### config.mk
export PLATFORM = sky130hd
export DESIGN_NAME = serial_subtract_ctrl_flat
export DESIGN_NICKNAME = d
export VERILOG_FILES = /design/src/rtl/serial_subtract_ctrl_if.sv /design/src/rtl/serial_subtract_ctrl.sv /design/src/flat_wrapper.sv
export SDC_FILE = /design/constraint.sdc
export NUM_CORES = 1
export LEC_CHECK = 0
export CAP_MARGIN = 25
export CORE_ASPECT_RATIO = 1.75
export CORE_MARGIN = 4
export CORE_UTILIZATION = 40
export CTS_BUF_LIST = sky130_fd_sc_hd__clkbuf_8
export DETAILED_ROUTE_END_ITERATION = 12
export GPL_TIMING_DRIVEN = 0
export PLACE_DENSITY = 0.73
export SLEW_MARGIN = 20
export SYNTH_ARGS = -nofsm -noshare
export SYNTH_HDL_FRONTEND = slang
export SYNTH_HIERARCHICAL = 1
export SYNTH_SLANG_ARGS = --single-unit
### constraint.sdc
create_clock -name clk -period 1.71 [get_ports clk]
set_input_delay 0.171 -clock clk [delete_from_list [all_inputs] [get_ports clk]]
set_output_delay 0.171 -clock clk [all_outputs]
set_load 0.005 [all_outputs]
### src/rtl/serial_subtract_ctrl_if.sv
// serial_subtract_ctrl_if
//   Handshake and operand/result bundle for the bit-serial subtractor.
//   master : drives start/A/B, observes busy/done/Diff/Borrow/Zero
//   slave  : the subtractor side
//   start  request, sampled only while idle
//   A, B   minuend / subtrahend, captured when start is accepted
//   busy   high while bits are being processed
//   done   one-cycle pulse, results valid
//   Diff   A - B mod 2^WIDTH;  Borrow  A < B unsigned;  Zero  Diff == 0
interface serial_subtract_ctrl_if #(
  parameter int WIDTH = 8
);
  logic             start;
  logic [WIDTH-1:0] A;
  logic [WIDTH-1:0] B;
  logic             busy;
  logic             done;
  logic [WIDTH-1:0] Diff;
  logic             Borrow;
  logic             Zero;

  modport master (output start, A, B,
                  input  busy, done, Diff, Borrow, Zero);
  modport slave  (input  start, A, B,
                  output busy, done, Diff, Borrow, Zero);
endinterface

### src/rtl/serial_subtract_ctrl.sv
// serial_subtract_ctrl
//   Bit-serial WIDTH-bit subtractor. One full-subtractor cell processes one bit
//   per clock, LSB first, with a registered borrow between bits.
//   clk    rising-edge clock
//   rst_n  asynchronous active-low reset
//   bus    serial_subtract_ctrl_if.slave (start/A/B in, busy/done/Diff/Borrow/Zero out)
//   Flow: IDLE --start--> RUN (WIDTH edges) --> DONE (1 cycle) --> IDLE.
//   Diff/Borrow/Zero update only on entry to DONE and hold otherwise.

// Single-bit full subtractor: d = a - b - bin.
module serial_subtract_cell (
  input  logic a_i,
  input  logic b_i,
  input  logic bin_i,
  output logic d_o,
  output logic bout_o
);
  assign d_o    = a_i ^ b_i ^ bin_i;
  assign bout_o = (~a_i & b_i) | (~(a_i ^ b_i) & bin_i);
endmodule

module serial_subtract_ctrl #(
  parameter int WIDTH = 8
) (
  input  logic                  clk,
  input  logic                  rst_n,
  serial_subtract_ctrl_if.slave bus
);
  // Counter needs at least one bit even for WIDTH = 1.
  localparam int CW = (WIDTH > 1) ? $clog2(WIDTH) : 1;
  localparam logic [CW-1:0] LAST = CW'(WIDTH - 1);

  typedef enum logic [1:0] {S_IDLE, S_RUN, S_DONE} state_t;

  state_t           state_q, state_d;
  logic [WIDTH-1:0] a_q, a_d, b_q, b_d, res_q, res_d;
  logic [WIDTH-1:0] diff_q, diff_d;
  logic [CW-1:0]    cnt_q, cnt_d;
  logic             bin_q, bin_d;
  logic             borrow_q, borrow_d;
  logic             zero_q, zero_d;

  logic             d_bit, bout_bit;
  logic [WIDTH-1:0] res_shift;

  serial_subtract_cell u_cell (
    .a_i   (a_q[0]),
    .b_i   (b_q[0]),
    .bin_i (bin_q),
    .d_o   (d_bit),
    .bout_o(bout_bit)
  );

  // New difference bit enters at the MSB; after WIDTH shifts the LSB
  // computed first has reached bit 0.
  generate
    if (WIDTH == 1) begin : g_res1
      assign res_shift = d_bit;
    end else begin : g_resn
      assign res_shift = {d_bit, res_q[WIDTH-1:1]};
    end
  endgenerate

  always_ff @(posedge clk or negedge rst_n) begin
    if (!rst_n) begin
      state_q  <= S_IDLE;
      a_q      <= '0;
      b_q      <= '0;
      res_q    <= '0;
      cnt_q    <= '0;
      bin_q    <= 1'b0;
      diff_q   <= '0;
      borrow_q <= 1'b0;
      zero_q   <= 1'b0;
    end else begin
      state_q  <= state_d;
      a_q      <= a_d;
      b_q      <= b_d;
      res_q    <= res_d;
      cnt_q    <= cnt_d;
      bin_q    <= bin_d;
      diff_q   <= diff_d;
      borrow_q <= borrow_d;
      zero_q   <= zero_d;
    end
  end

  always_comb begin
    state_d  = state_q;
    a_d      = a_q;
    b_d      = b_q;
    res_d    = res_q;
    cnt_d    = cnt_q;
    bin_d    = bin_q;
    diff_d   = diff_q;
    borrow_d = borrow_q;
    zero_d   = zero_q;
    case (state_q)
      S_IDLE: begin
        if (bus.start) begin
          a_d     = bus.A;
          b_d     = bus.B;
          res_d   = '0;
          cnt_d   = '0;
          bin_d   = 1'b0;
          state_d = S_RUN;
        end
      end
      S_RUN: begin
        a_d   = a_q >> 1;
        b_d   = b_q >> 1;
        res_d = res_shift;
        bin_d = bout_bit;
        cnt_d = cnt_q + 1'b1;
        if (cnt_q == LAST) begin
          diff_d   = res_shift;
          borrow_d = bout_bit;
          zero_d   = (res_shift == '0);
          state_d  = S_DONE;
        end
      end
      S_DONE:  state_d = S_IDLE;
      default: state_d = S_IDLE;
    endcase
  end

  assign bus.busy   = (state_q == S_RUN);
  assign bus.done   = (state_q == S_DONE);
  assign bus.Diff   = diff_q;
  assign bus.Borrow = borrow_q;
  assign bus.Zero   = zero_q;

endmodule

### src/flat_wrapper.sv
// flat-port wrapper written by rule: the top's interface ports become plain ports
module serial_subtract_ctrl_flat 
#(
  parameter int WIDTH = 8
)
  (clk, rst_n, bus_start, bus_A, bus_B, bus_busy, bus_done, bus_Diff, bus_Borrow, bus_Zero);
  serial_subtract_ctrl_if #(.WIDTH(WIDTH)) bus_i ();
  input  logic clk;
  input  logic rst_n;
  input wire logic [$bits(bus_i.start)-1:0] bus_start;
  input wire logic [$bits(bus_i.A)-1:0] bus_A;
  input wire logic [$bits(bus_i.B)-1:0] bus_B;
  output wire logic [$bits(bus_i.busy)-1:0] bus_busy;
  output wire logic [$bits(bus_i.done)-1:0] bus_done;
  output wire logic [$bits(bus_i.Diff)-1:0] bus_Diff;
  output wire logic [$bits(bus_i.Borrow)-1:0] bus_Borrow;
  output wire logic [$bits(bus_i.Zero)-1:0] bus_Zero;
  assign bus_i.start = bus_start;
  assign bus_i.A = bus_A;
  assign bus_i.B = bus_B;
  assign bus_busy = bus_i.busy;
  assign bus_done = bus_i.done;
  assign bus_Diff = bus_i.Diff;
  assign bus_Borrow = bus_i.Borrow;
  assign bus_Zero = bus_i.Zero;
  serial_subtract_ctrl #(.WIDTH(WIDTH)) u_core (.clk(clk), .rst_n(rst_n), .bus(bus_i));
endmodule
After elaboration in Yosys (flattened, before gate mapping):

Index checks and enable logic that the tools add are counted.

* bits in registers: 40
* word-level logic and storage cells: 41

* add/subtract/negate cells: 1
* equal/unequal tests: 5
* muxes and demuxes: 13
* bitwise gates (word level): 7
* reductions and logical operators: 6

Operators by type and width (count)
* $pmux W8 S2: 3
* $mux W8: 3
* $logic_not A8 Y1: 1
* $pmux W3 S2: 1
* $reduce_and A2 Y1: 3
* $mux W2: 2
* $pmux W2 S2: 1
* $add A3 B1 Y3 const B: 1
* $eq A3 B3 Y1 const B: 1
* $mux W3: 1
* $and A1 B1 Y1: 2
* $eq A2 B1 Y1 const B: 1
* $eq A2 B2 Y1 const B: 1
* $logic_not A2 Y1: 1
* $ne A2 B1 Y1 const B: 1
* $ne A2 B2 Y1 const B: 1
* $not A1 Y1: 2
* $pmux W1 S2: 1
* $reduce_bool A2 Y1: 1
* $xor A1 B1 Y1: 2
* $mux W1: 1
* $or A1 B1 Y1: 1

Longest topological paths before layout:

* word-level depth: 5
* mapped depth: 6
* mapped depth without buffers: 5

By module:

The synthesis kept the hierarchy.

By module, submodules not included
* serial_subtract_ctrl: times used 1, cells an instance 133, area an instance 1701.6 um^2, sequential area each 975.9 um^2
* serial_subtract_cell: times used 1, cells an instance 4, area an instance 31.3 um^2, sequential area each 0.0 um^2

Least setup slack after synthesis:

Ideal clock, no wire load.

* path kind: register to register
* start: register u_core.cnt_q[0]
* end: register u_core.borrow_q (netlist: u_core/bus.Borrow)
* setup time: 125 ps
* data arrival time: 1306 ps
* setup slack: 280 ps
* stages on the path, launching flop included: 6
* buffers on the path: 1
* path through: dfrtp_1 > ha_1 > ha_1 > nand3b_4 > buf_6 > mux2_2

* word-level cells in the longest chain between the ends: 2

RTL lines
* start: declaration: RTL line serial_subtract_ctrl.sv:38 `logic [CW-1:0] cnt_q, cnt_d;`
* start signal: assignment: RTL line serial_subtract_ctrl.sv:80 `cnt_q <= cnt_d;`
* $eq A3 B3 Y1: RTL line serial_subtract_ctrl.sv:115 `if (cnt_q == LAST) begin`
* $reduce_and A2 Y1 (no line)
* end signal: assignment: RTL line serial_subtract_ctrl.sv:83 `borrow_q <= borrow_d;`
* end: declaration: RTL line serial_subtract_ctrl.sv:40 `logic borrow_q, borrow_d;`

No other way between the ends.
A chain may end at the register's enable or synchronous reset.

Worst setup path in the final report:

* start: register u_core.state_q[0]
* end: output port bus_busy

* word-level cells in the longest chain between the ends: 1

RTL lines
* start: declaration: RTL line serial_subtract_ctrl.sv:35 `state_t state_q, state_d;`
* start signal: assignment: RTL line serial_subtract_ctrl.sv:76 `state_q <= state_d;`
* $eq A2 B1 Y1: RTL line serial_subtract_ctrl.sv:127 `assign bus.busy = (state_q == S_RUN);`
* end: declaration: RTL line flat_wrapper.sv:13 `output wire logic [$bits(bus_i.busy)-1:0] bus_busy;`

No other way between the ends.

==> impl_results.rst <==
.. list-table::
   :header-rows: 1

   * - Metric
     - Value
   * - Cell row count
     - 31
   * - Dominant cell by count in the synthesized netlist
     - sky130_fd_sc_hd__dfrtp_1
   * - Area growth from synthesis to final layout
     - 31.8%
   * - Number of antenna diodes
     - 0
   * - Cells taking the most area after synthesis
     - sky130_fd_sc_hd__dfrtp_1, sky130_fd_sc_hd__mux2i_1, sky130_fd_sc_hd__mux2_2
   * - Total area of multi-input combinational cells
     - 647 sq um
   * - Share of synthesized area occupied by flip-flops and latches
     - 0.563
   * - Most Used Layer, Global Route
     - met2
   * - Total nets after synthesis
     - 159
   * - Post-Synth Adder-Cell Area
     - 0.0260
   * - Insertion delay of the later-clocked pin in the worst-skew pair
     - 0.29 ns
   * - Post-synth EDFFs
     - 0
   * - Drt first pass iters
     - 4
   * - Fraction of final layout cells sized beyond drive strength 1
     - 0.189
   * - Synthesized-area fraction occupied by and/or/nand/nor cells
     - 0.0838
   * - Routed Wire Length
     - 3500 microns
   * - Flop-to-flop setup slack
     - 0.15 ns
   * - Buffers on Ports
     - 30
   * - Fin. max-slew vios
     - 0
   * - Instance count after placement with tap cells included
     - 217
   * - Critical-path top delay cell
     - sky130_fd_sc_hd__clkdlybuf4s50_1
   * - Leakage component of the power
     - 1.07 nW
   * - VDD IR max
     - 1090 uV
   * - Post-synthesis compound-gate area fraction
     - 0.129
   * - Count of clock tree sinks
     - 39
   * - Class of the most critical hold timing path
     - in2async
   * - Clock tree from TritonCTS
     - done
   * - Initial Utilization
     - 0.418
   * - Proportion of netlist area held by the largest area contributor
     - 0.563
   * - Met1 track demand over resource
     - 0.150
   * - H-Tree Depth
     - 2
   * - Worst Reg2Reg Path Length in Cells
     - 7
   * - Worst-path maximum fanout
     - 4
   * - Maximum number of pins on one net before global-route repair
     - 31
   * - Critical path's top delay family
     - buffers and inverters
   * - Chip Width
     - 57.8 microns
   * - First-pass GRT wire length
     - 5780 microns
   * - Setup repair after global routing missed its margin
     - false
   * - Nature of the critical path startpoint
     - flip-flop
   * - Share of synthesized area spent on multiplexers
     - 0.134
   * - Met2 Track Usage GR
     - 0.249
   * - Count of mapped cells out of synthesis
     - 137
   * - Cts bufs inserted
     - 5
   * - Number of max-cap violations
     - 0
   * - Crit path arrival time
     - 1.50 ns
   * - Root buffer selected by CTS
     - sky130_fd_sc_hd__clkbuf_8
   * - Congestion Overflow GR
     - 0
   * - RePlAce Congestion
     - 0.743
   * - Max Clk Rate
     - 0.599 GHz
   * - Run status
     - complete, no violations
   * - Dpl hpwl
     - 2590 microns
   * - Main combinational cell family by area after synthesis
     - multiplexers
   * - Remaining number of nets flagged by the antenna check after routing
     - 0
   * - Worst-Margin Slew
     - 0.427 ns
   * - FF/Latch Area
     - 977 sq um
   * - DRC violations left
     - 0
   * - Worst path required time
     - 1.54 ns
   * - Core area
     - 0.00415 sq mm
   * - Ys flop type
     - sky130_fd_sc_hd__dfrtp_1
   * - Worst stage delay on the critical path
     - 0.49 ns
   * - Average size of a mapped cell
     - 12.6 sq um
   * - Antenna violations before repair
     - 0
   * - Post-layout min period
     - 1.67 ns
   * - Clock slew at reported path FFs
     - 0.08 ns
   * - Number of synthesized register bits
     - 39
   * - Count of unique library cells instantiated by Yosys
     - 22
   * - Post-synthesis xor/xnor area fraction
     - 0
   * - Most instantiated cells after synthesis
     - sky130_fd_sc_hd__dfrtp_1, sky130_fd_sc_hd__nand2_1, sky130_fd_sc_hd__mux2i_1
   * - Global-route track usage on met3
     - 0.0366
   * - Via count of the first global-routing pass
     - 1,237
   * - Crit path buffers/inverters
     - 3
   * - Total of fill cells in the finished design
     - 344
   * - Largest buffer count on any clock path
     - 2
   * - Total Die Area
     - 0.00549 sq mm
   * - CP Cell Sequence
     - buf_6 -> nor2b_4 -> buf_12 -> clkdlybuf4s50_1
   * - Via density per instance
     - 5.24
   * - Type of destination of the critical path
     - output pin
   * - Critical path type
     - reg2out
   * - Source of the worst register-to-register timing path
     - u_core/state_q[0]$_DFFE_PN0P_
   * - Total GRT Usage
     - 0.141
   * - End of the worst register-to-register path
     - u_core/b_q[6]$_DFFE_PN0P_
   * - Detail-routed net length per standard cell
     - 15.3 microns
   * - Worst hold slack
     - 0.261 ns
   * - Height of the die
     - 95.1 microns
   * - Power density of the placed cells
     - 1810 mW/mm^2
   * - Setup skew after layout
     - 0.00583 ns
   * - Area of the mapped netlist
     - 0.00173 sq mm
   * - Dominant cell type by area after synthesis
     - sky130_fd_sc_hd__dfrtp_1
   * - First-iteration detailed-routing DRC count
     - 33
   * - Vias
     - 1,201
   * - Io pins
     - 31
   * - Number of warning messages in the yosys log
     - 6
   * - Final number of setup-violating endpoints
     - 0
   * - Post-synth ARST share
     - 1.00
   * - Hold Fails Final Rpt
     - 0
   * - Post-route non-filler standard cell count
     - 229
   * - Crit share post-route
     - 0.976
   * - Final-stage net count
     - 201
   * - Headroom to the max-slew limit
     - 0.715
[cell type report]
class / instances / area share
flip-flops and latches: 39 / 0.428
multi-input cells: 86 / 0.283
repair buffers: 36 / 0.156
plain buffers: 7 / 0.0405
clock buffers: 5 / 0.0301
clock inverters: 3 / 0.0296
well taps: 49 / 0.0268
inverters: 4 / 0.00657
[through the flow]
step / utilization / total power [mW] / instance area, sq um / setup WS (ns) / TNS (ns)
2_1_floorplan: - / 2.60 / 1730 / 0.280 / 0
3_3_place_gp: 0.505 / 3.09 / 2090 / -0.327 / -12.65
3_5_place_dp: 0.508 / 3.21 / 2110 / 0.0933 / 0
4_1_cts: 0.549 / 4.18 / 2280 / 0.00823 / 0
5_1_grt: 0.550 / 4.40 / 2280 / 0.00692 / 0
6_report: 0.550 / 4.13 / 2280 / 0.0414 / 0
[placed cells by master (no fill, tap or decap), drive strengths merged, types with 2 or more instances in the layout]
master and instances:
dfrtp 39, clkdlybuf4s50 29, o21ai 17, nand2 16
buf 13, mux2i 12, a22o 10, mux2 10
nor2b 6, clkbuf 5, a21oi 5, inv 4
bufinv 2, a22oi 2, nor4 2, ha 2
[worst max path at each step]
stage,start,endpoint,cells after the start
CTS,u_core/state_q[1]$_DFFE_PN0P_,bus_busy,3
finish,u_core/state_q[0]$_DFFE_PN0P_,bus_busy,4
floorplan,u_core/cnt_q[0]$_DFFE_PN0P_,u_core/bus.Borrow$_DFFE_PN0P_,5
global placement,rst_n,u_core/a_q[7]$_DFFE_PN0P_,1
detailed placement,u_core/state_q[1]$_DFFE_PN0P_,bus_busy,4
global route,u_core/state_q[0]$_DFFE_PN0P_,bus_busy,4
[per-layer routing]
layer  wire length [microns]  part of all wire
met1                    1270              0.36
met2                    1960              0.56
met3                     142             0.041
met4                     124             0.035
met5                       0                 0
[repair_timing]
item	CTS	global route
setup endpoints to repair	1	1
hold buffers	1	0
pin swaps	0	0
gates resized for setup	3	0
hold endpoints to repair	9	0
cloned	0	0
setup buffers	3	1
[cell families after synthesis]
family                     Yosys count
AOI/OAI and AO/OA                   35
adders and majority gates            3
buffers and inverters               12
DFF                                 39
muxes                               22
and+or+nand+nor                     26
[sequential cells by signal, summed over array words and instances (netlist names)]
signal             flops
u_core/res_q           7
u_core/a_q             8
u_core/bus.Diff        8
u_core/bus.Zero        1
u_core/state_q         2
u_core/b_q             8
u_core/bin_q           1
u_core/cnt_q           3
u_core/bus.Borrow      1
[report_power, final]
| part | switching (mW) | total (mW) | internal, mW |
|---|---|---|---|
| logic | 0.677 | 1.63 | 0.955 |
| registers | 0.269 | 1.59 | 1.32 |
| clock network | 0.326 | 0.907 | 0.582 |
| total | 1.27 | 4.13 | 2.86 |
Note: power is estimated with default switching activity, not from simulation.
